`src/rtl/drive_sequencer.sv`:
```
// Command sequencer feeding the H-bridge and PWM stage: source select,
// dead-time on reversals/source switches, manual watchdog and speed ramp.
module drive_sequencer #(
  parameter int unsigned DEAD_CYCLES = 50000,
  parameter int unsigned WDOG_CYCLES = 25000000,
  parameter int unsigned RAMP_CYCLES = 5000000
) (
  input  logic       clk,
  input  logic       rst,
  input  logic [1:0] mode,
  input  logic       m_cmd_valid,
  input  logic       m_run,
  input  logic       m_backward,
  input  logic       m_turn_left,
  input  logic       m_turn_right,
  input  logic [1:0] m_speed,
  input  logic       a_run,
  input  logic       a_backward,
  input  logic       a_turn_left,
  input  logic       a_turn_right,
  output logic       A1,
  output logic       A2,
  output logic       A3,
  output logic       A4,
  output logic [1:0] speed,
  output logic       dead_active,
  output logic       wdog_timeout
);

  localparam int DW = $clog2(DEAD_CYCLES + 1);
  localparam int WW = $clog2(WDOG_CYCLES + 1);
  localparam int RW = $clog2(RAMP_CYCLES + 1);

  localparam logic [DW-1:0] DEAD_LAST = DW'(DEAD_CYCLES - 1);
  localparam logic [WW-1:0] WDOG_MAX  = WW'(WDOG_CYCLES);
  localparam logic [RW-1:0] RAMP_LAST = RW'(RAMP_CYCLES - 1);

  typedef enum logic {ST_RUN, ST_DEAD} state_e;
  typedef enum logic [1:0] {DRV_STOP, DRV_FWD, DRV_REV} drv_e;
  typedef enum logic [1:0] {STR_NONE, STR_LEFT, STR_RIGHT} str_e;

  state_e          state_q, state_d;
  drv_e            drv_q, drv_d, drv_req;
  str_e            str_q, str_d, str_req;
  logic            auto_q;
  logic [DW-1:0]   dead_cnt_q, dead_cnt_d;
  logic [WW-1:0]   wdog_cnt_q, wdog_cnt_d;
  logic            wdog_to_q, wdog_to_d;
  logic [RW-1:0]   ramp_cnt_q, ramp_cnt_d;
  logic [1:0]      speed_q, speed_d;
  logic            a1_q, a2_q, a3_q, a4_q, dead_q;

  logic            auto, blocked;
  logic            run, back, left, right;
  logic            reversal;
  logic [1:0]      target;

  assign auto = (mode == 2'b10);

  always_comb begin
    run   = auto ? a_run        : m_run;
    back  = auto ? a_backward   : m_backward;
    left  = auto ? a_turn_left  : m_turn_left;
    right = auto ? a_turn_right : m_turn_right;
  end

  // A fresh manual command overrides an expired watchdog in the same cycle.
  assign blocked = wdog_to_q & ~auto & ~m_cmd_valid;

  always_comb begin
    drv_req = DRV_STOP;
    str_req = STR_NONE;
    if (!blocked) begin
      unique case (1'b1)
        run & ~back: drv_req = DRV_FWD;
        ~run & back: drv_req = DRV_REV;
        default:     drv_req = DRV_STOP;
      endcase
      unique case (1'b1)
        left & ~right: str_req = STR_LEFT;
        ~left & right: str_req = STR_RIGHT;
        default:       str_req = STR_NONE;
      endcase
    end
  end

  assign reversal =
    (drv_req != DRV_STOP && drv_q != DRV_STOP && drv_req != drv_q) ||
    (str_req != STR_NONE && str_q != STR_NONE && str_req != str_q);

  always_comb begin
    wdog_cnt_d = wdog_cnt_q;
    wdog_to_d  = wdog_to_q;
    if (m_cmd_valid || auto) begin
      wdog_cnt_d = '0;
      wdog_to_d  = 1'b0;
    end else begin
      if (wdog_cnt_q != WDOG_MAX) wdog_cnt_d = wdog_cnt_q + 1'b1;
      if (wdog_cnt_d == WDOG_MAX) wdog_to_d = 1'b1;
    end
  end

  always_comb begin
    state_d    = state_q;
    drv_d      = drv_q;
    str_d      = str_q;
    dead_cnt_d = dead_cnt_q;
    unique case (state_q)
      ST_RUN: begin
        if (reversal || auto != auto_q) begin
          state_d    = ST_DEAD;
          dead_cnt_d = '0;
        end else begin
          drv_d = drv_req;
          str_d = str_req;
        end
      end
      ST_DEAD: begin
        if (dead_cnt_q == DEAD_LAST) begin
          state_d    = ST_RUN;
          drv_d      = drv_req;
          str_d      = str_req;
          dead_cnt_d = '0;
        end else begin
          dead_cnt_d = dead_cnt_q + 1'b1;
        end
      end
      default: state_d = ST_RUN;
    endcase
  end

  assign target = auto ? 2'b11 : m_speed;

  // Acceleration is ramped; braking to a lower target is immediate.
  always_comb begin
    speed_d    = speed_q;
    ramp_cnt_d = ramp_cnt_q;
    if (state_d == ST_DEAD || drv_d == DRV_STOP) begin
      speed_d    = 2'b00;
      ramp_cnt_d = '0;
    end else if (speed_q >= target) begin
      speed_d    = target;
      ramp_cnt_d = '0;
    end else if (ramp_cnt_q == RAMP_LAST) begin
      speed_d    = speed_q + 2'b01;
      ramp_cnt_d = '0;
    end else begin
      ramp_cnt_d = ramp_cnt_q + 1'b1;
    end
  end

  always_ff @(posedge clk) begin
    if (rst) begin
      state_q    <= ST_RUN;
      drv_q      <= DRV_STOP;
      str_q      <= STR_NONE;
      auto_q     <= 1'b0;
      dead_cnt_q <= '0;
      wdog_cnt_q <= '0;
      wdog_to_q  <= 1'b1;
      ramp_cnt_q <= '0;
      speed_q    <= 2'b00;
      a1_q       <= 1'b0;
      a2_q       <= 1'b0;
      a3_q       <= 1'b0;
      a4_q       <= 1'b0;
      dead_q     <= 1'b0;
    end else begin
      state_q    <= state_d;
      drv_q      <= drv_d;
      str_q      <= str_d;
      auto_q     <= auto;
      dead_cnt_q <= dead_cnt_d;
      wdog_cnt_q <= wdog_cnt_d;
      wdog_to_q  <= wdog_to_d;
      ramp_cnt_q <= ramp_cnt_d;
      speed_q    <= speed_d;
      a1_q       <= (state_d == ST_RUN) && (drv_d == DRV_FWD);
      a2_q       <= (state_d == ST_RUN) && (drv_d == DRV_REV);
      a3_q       <= (state_d == ST_RUN) && (str_d == STR_LEFT);
      a4_q       <= (state_d == ST_RUN) && (str_d == STR_RIGHT);
      dead_q     <= (state_d == ST_DEAD);
    end
  end

  assign A1           = a1_q;
  assign A2           = a2_q;
  assign A3           = a3_q;
  assign A4           = a4_q;
  assign speed        = speed_q;
  assign dead_active  = dead_q;
  assign wdog_timeout = wdog_to_q;

endmodule

```
`config.mk`:
```
export PLATFORM = sky130hd
export DESIGN_NAME = drive_sequencer
export DESIGN_NICKNAME = d
export VERILOG_FILES = /design/src/rtl/drive_sequencer.sv
export SDC_FILE = /design/constraint.sdc
export NUM_CORES = 1
export LEC_CHECK = 0
export CORE_MARGIN = 1
export CORE_UTILIZATION = 40
export CTS_BUF_LIST = sky130_fd_sc_hd__clkbuf_2 sky130_fd_sc_hd__clkbuf_4 sky130_fd_sc_hd__clkbuf_8
export DETAILED_ROUTE_END_ITERATION = 10
export PLACE_DENSITY = 0.59
export SYNTH_ARGS = -nofsm -noshare
export SYNTH_HDL_FRONTEND = slang
export SYNTH_SLANG_ARGS = --single-unit
```
`constraint.sdc`:
```
create_clock -name clk -period 3.2 [get_ports clk]
set_clock_uncertainty 0.05 [all_clocks]
set_input_delay 0.96 -clock clk [delete_from_list [all_inputs] [get_ports clk]]
set_output_delay 0.96 -clock clk [all_outputs]
set_load 0.005 [all_outputs]
```
==> reports/metrics.cfg <==
[run_status]
status=completed

[layout]
drive_gt1_frac=0.0865
syn_to_final_growth_pct=15.2
multi_input_area_um2=2230
antenna_cells=0
fillers=982
mostFrequentLayoutCells=dfxtp_1 (77), nor2_1 (77), nand2_1 (35), xor2_1 (31), nand3_1 (27)
fin_nets=513
seq_area_um2=1540

[yosys]
synth_top_area_cell=dfxtp_1
synth_area_per_cell_um2=8.43
ys_seq_elements=77
ys_async_sr_fraction=0
synth-seq-area-share=0.393
synth_edf_count=0
synth_ff_type=dfxtp_1
synth_area_um2=3920
synth_area_leaders=dfxtp_1 (39%), nor2_1 (7.4%), xor2_1 (6.9%), xnor2_1 (3.6%), nand3_1 (3.4%)
synth_warnings=0
syn_nets=486
synth_cell_types=59
netlist.area_leader.share=0.393
syn_inst=465

[clocking]
worstSkewPairLatency_ns=0.34
cts_tree=done
clock_sinks=77
clkTransAtPathRegs_ns=0.08
cts_buffer_depth=2
root_buffer=clkbuf_8
cts_buffers=9
post-cts-setup-buffers=0
postCtsHoldBufs=0
cts_resized=0
htreeDepth=3

[sta]
relSlewSlack=0.512
setup_viol=0
period_minus_slack_ns=2.91
timing.final.crit_share=0.910
rsz0062_at_grt=no
tightestPinTransition_ns=0.727
max_freq_mhz=343
slew_viol_final=0
hold_violations=0
tns_ns=0

[pwr]
p_total_w=0.00193
seqPwrFrac=0.511
switchingPower_w=0.000488
leakage_nw=1.52
irDropWorstVdd_uv=230
p_int_w=0.00144
powerDensity_nw_per_um2=428
switching_share=0.252
pwr-share-clk=0.383
combPwrFrac=0.106

[routing]
via_per_inst=5.32
dr.pass1.iters=5
drc_errors=0
antenna_left=0
drt-total-wl_mm=8.29
wl_per_cell_um=13.2
vias=3328
drt_iter0_markers=123

[floorplan]
rows=35
start_util=0.418
dieArea_um2=10200
coreArea_um2=9370
die_y_um=101
die_w_um=101
io_pins=23

[worst_setup_path]
critPathMaxFanout=22
r2r_slack_ns=0.72
cp.arrival_ns=3.13
critPathRequiredTime_ns=3.42
critical_path_class=input pin to flip-flop
crit_path_start_kind=input pin
endpoint_kind=flip-flop

[grt]
grtUsageMet1=0.238
grt_max_degree=26
grt.overflow.total=0
grt_usage=0.178
grt_pass1_wl_mm=14.4
top_usage_layer=met2
use_met2=0.285
grt_pass1_vias=3147
antenna_found_initial=0
met3_usage=0.0416

[hold_path]
hp-class=flip-flop to flip-flop

[run]
max_cap_viol_count=0

[place]
place.gp.congestion=0.811
port_buffers=22
hpwl_mm=5.96

-- synthesized netlist by cell type, types with 3 or more instances --
cell / n
a21oi_1: 13
a311oi_1: 8
a31oi_1: 8
and2_1: 6
and3_1: 10
and4_1: 5
buf_2: 7
clkbuf_1: 10
dfxtp_1: 77
ha_1: 6
inv_1: 9
mux2i_1: 3
nand2_1: 35
nand2b_1: 12
nand3_1: 27
nand4_1: 17
nor2_1: 77
nor2b_1: 7
nor3_1: 11
nor4b_1: 7
o21ai_0: 9
o21ai_1: 4
or3_1: 3
xnor2_1: 16
xor2_1: 31
-- flip-flops by register name (all words and copies together), names as in the netlist --
| name | cells |
|---|---|
| A1 | 1 |
| A2 | 1 |
| A3 | 1 |
| A4 | 1 |
| auto_q | 1 |
| dead_active | 1 |
| dead_cnt_q | 16 |
| drv_q | 2 |
| ramp_cnt_q | 23 |
| speed | 2 |
| str_q | 2 |
| wdog_cnt_q | 25 |
| wdog_timeout | 1 |
-- final cells by class --
type,count,area share
Clock buffer,10,0.0305
Clock inverter,6,0.0139
Inverter,9,0.00748
Multi-Input combinational cell,358,0.495
Sequential cell,77,0.341
Tap cell,129,0.0357
Timing Repair Buffer,37,0.0765
-- worst max-delay path, cell delays in order --
cell and delay (ns):
clkdlybuf4s50_1 0.51, nand2b_1 0.23, nand2b_1 0.12, ha_1 0.28, nand2b_1 0.14, a21oi_1 0.17
nor4b_1 0.30, o21ai_2 0.13, buf_12 0.18, nor2_1 0.11
-- through the flow --
| stage | instances | util | setup slack (ns) | hold WS (ns) | instance area, µm² |
|---|---|---|---|---|---|
| floorplan | 465 | - | 0.455 | 0.383 | 3920 |
| global placement | 610 | 0.460 | 0.0219 | 0.410 | 4320 |
| detailed placement | 610 | 0.460 | -0.0540 | 0.419 | 4320 |
| CTS | 626 | 0.482 | 0.312 | 0.439 | 4520 |
| global route | 626 | 0.482 | 0.169 | 0.461 | 4520 |
| finish | 626 | 0.482 | 0.287 | 0.433 | 4520 |
-- cells by family after synthesis --
| family | count (synthesis) | synth area share |
|---|---|---|
| AO/OA/AOI/OAI | 64 | 0.110 |
| XOR/XNOR | 47 | 0.105 |
| adder cells (fa/ha/maj) | 6 | 0.0192 |
| buffers and inverters | 30 | 0.0367 |
| flip-flops | 77 | 0.393 |
| multiplexers | 4 | 0.0105 |
| AND/OR/NAND/NOR | 237 | 0.325 |
-- worst paths after layout --
| check | start | endpoint | cells after the start |
|---|---|---|---|
| worst max-delay path | mode[0] | ramp_cnt_q[14]$_SDFF_PP0_ | 10 |
| worst min-delay path | ramp_cnt_q[0]$_SDFF_PP0_ | ramp_cnt_q[0]$_SDFF_PP0_ | 1 |
| worst max register to register | wdog_cnt_q[4]$_SDFF_PP0_ | wdog_timeout$_SDFFE_PP1P_ | 6 |
| worst min register to register | ramp_cnt_q[0]$_SDFF_PP0_ | ramp_cnt_q[0]$_SDFF_PP0_ | 1 |
-- metal layers --
metal,share of wire,up-vias
li1,-,1703
met1,0.50,1581
met2,0.46,38
met3,0.029,6
met4,0.0064,0
met5,0,-
-- power groups by stage --
stage	combinational (W)	sequential [W]	clock [W]
2_1_floorplan	0.000124	0.00100	0
3_3_place_gp	0.000202	0.00101	0
3_5_place_dp	0.000204	0.00101	0
4_1_cts	0.000205	0.000988	0.000767
5_1_grt	0.000226	0.000991	0.000811
6_report	0.000204	0.000988	0.000740
Power figures use the tool's default switching activity.
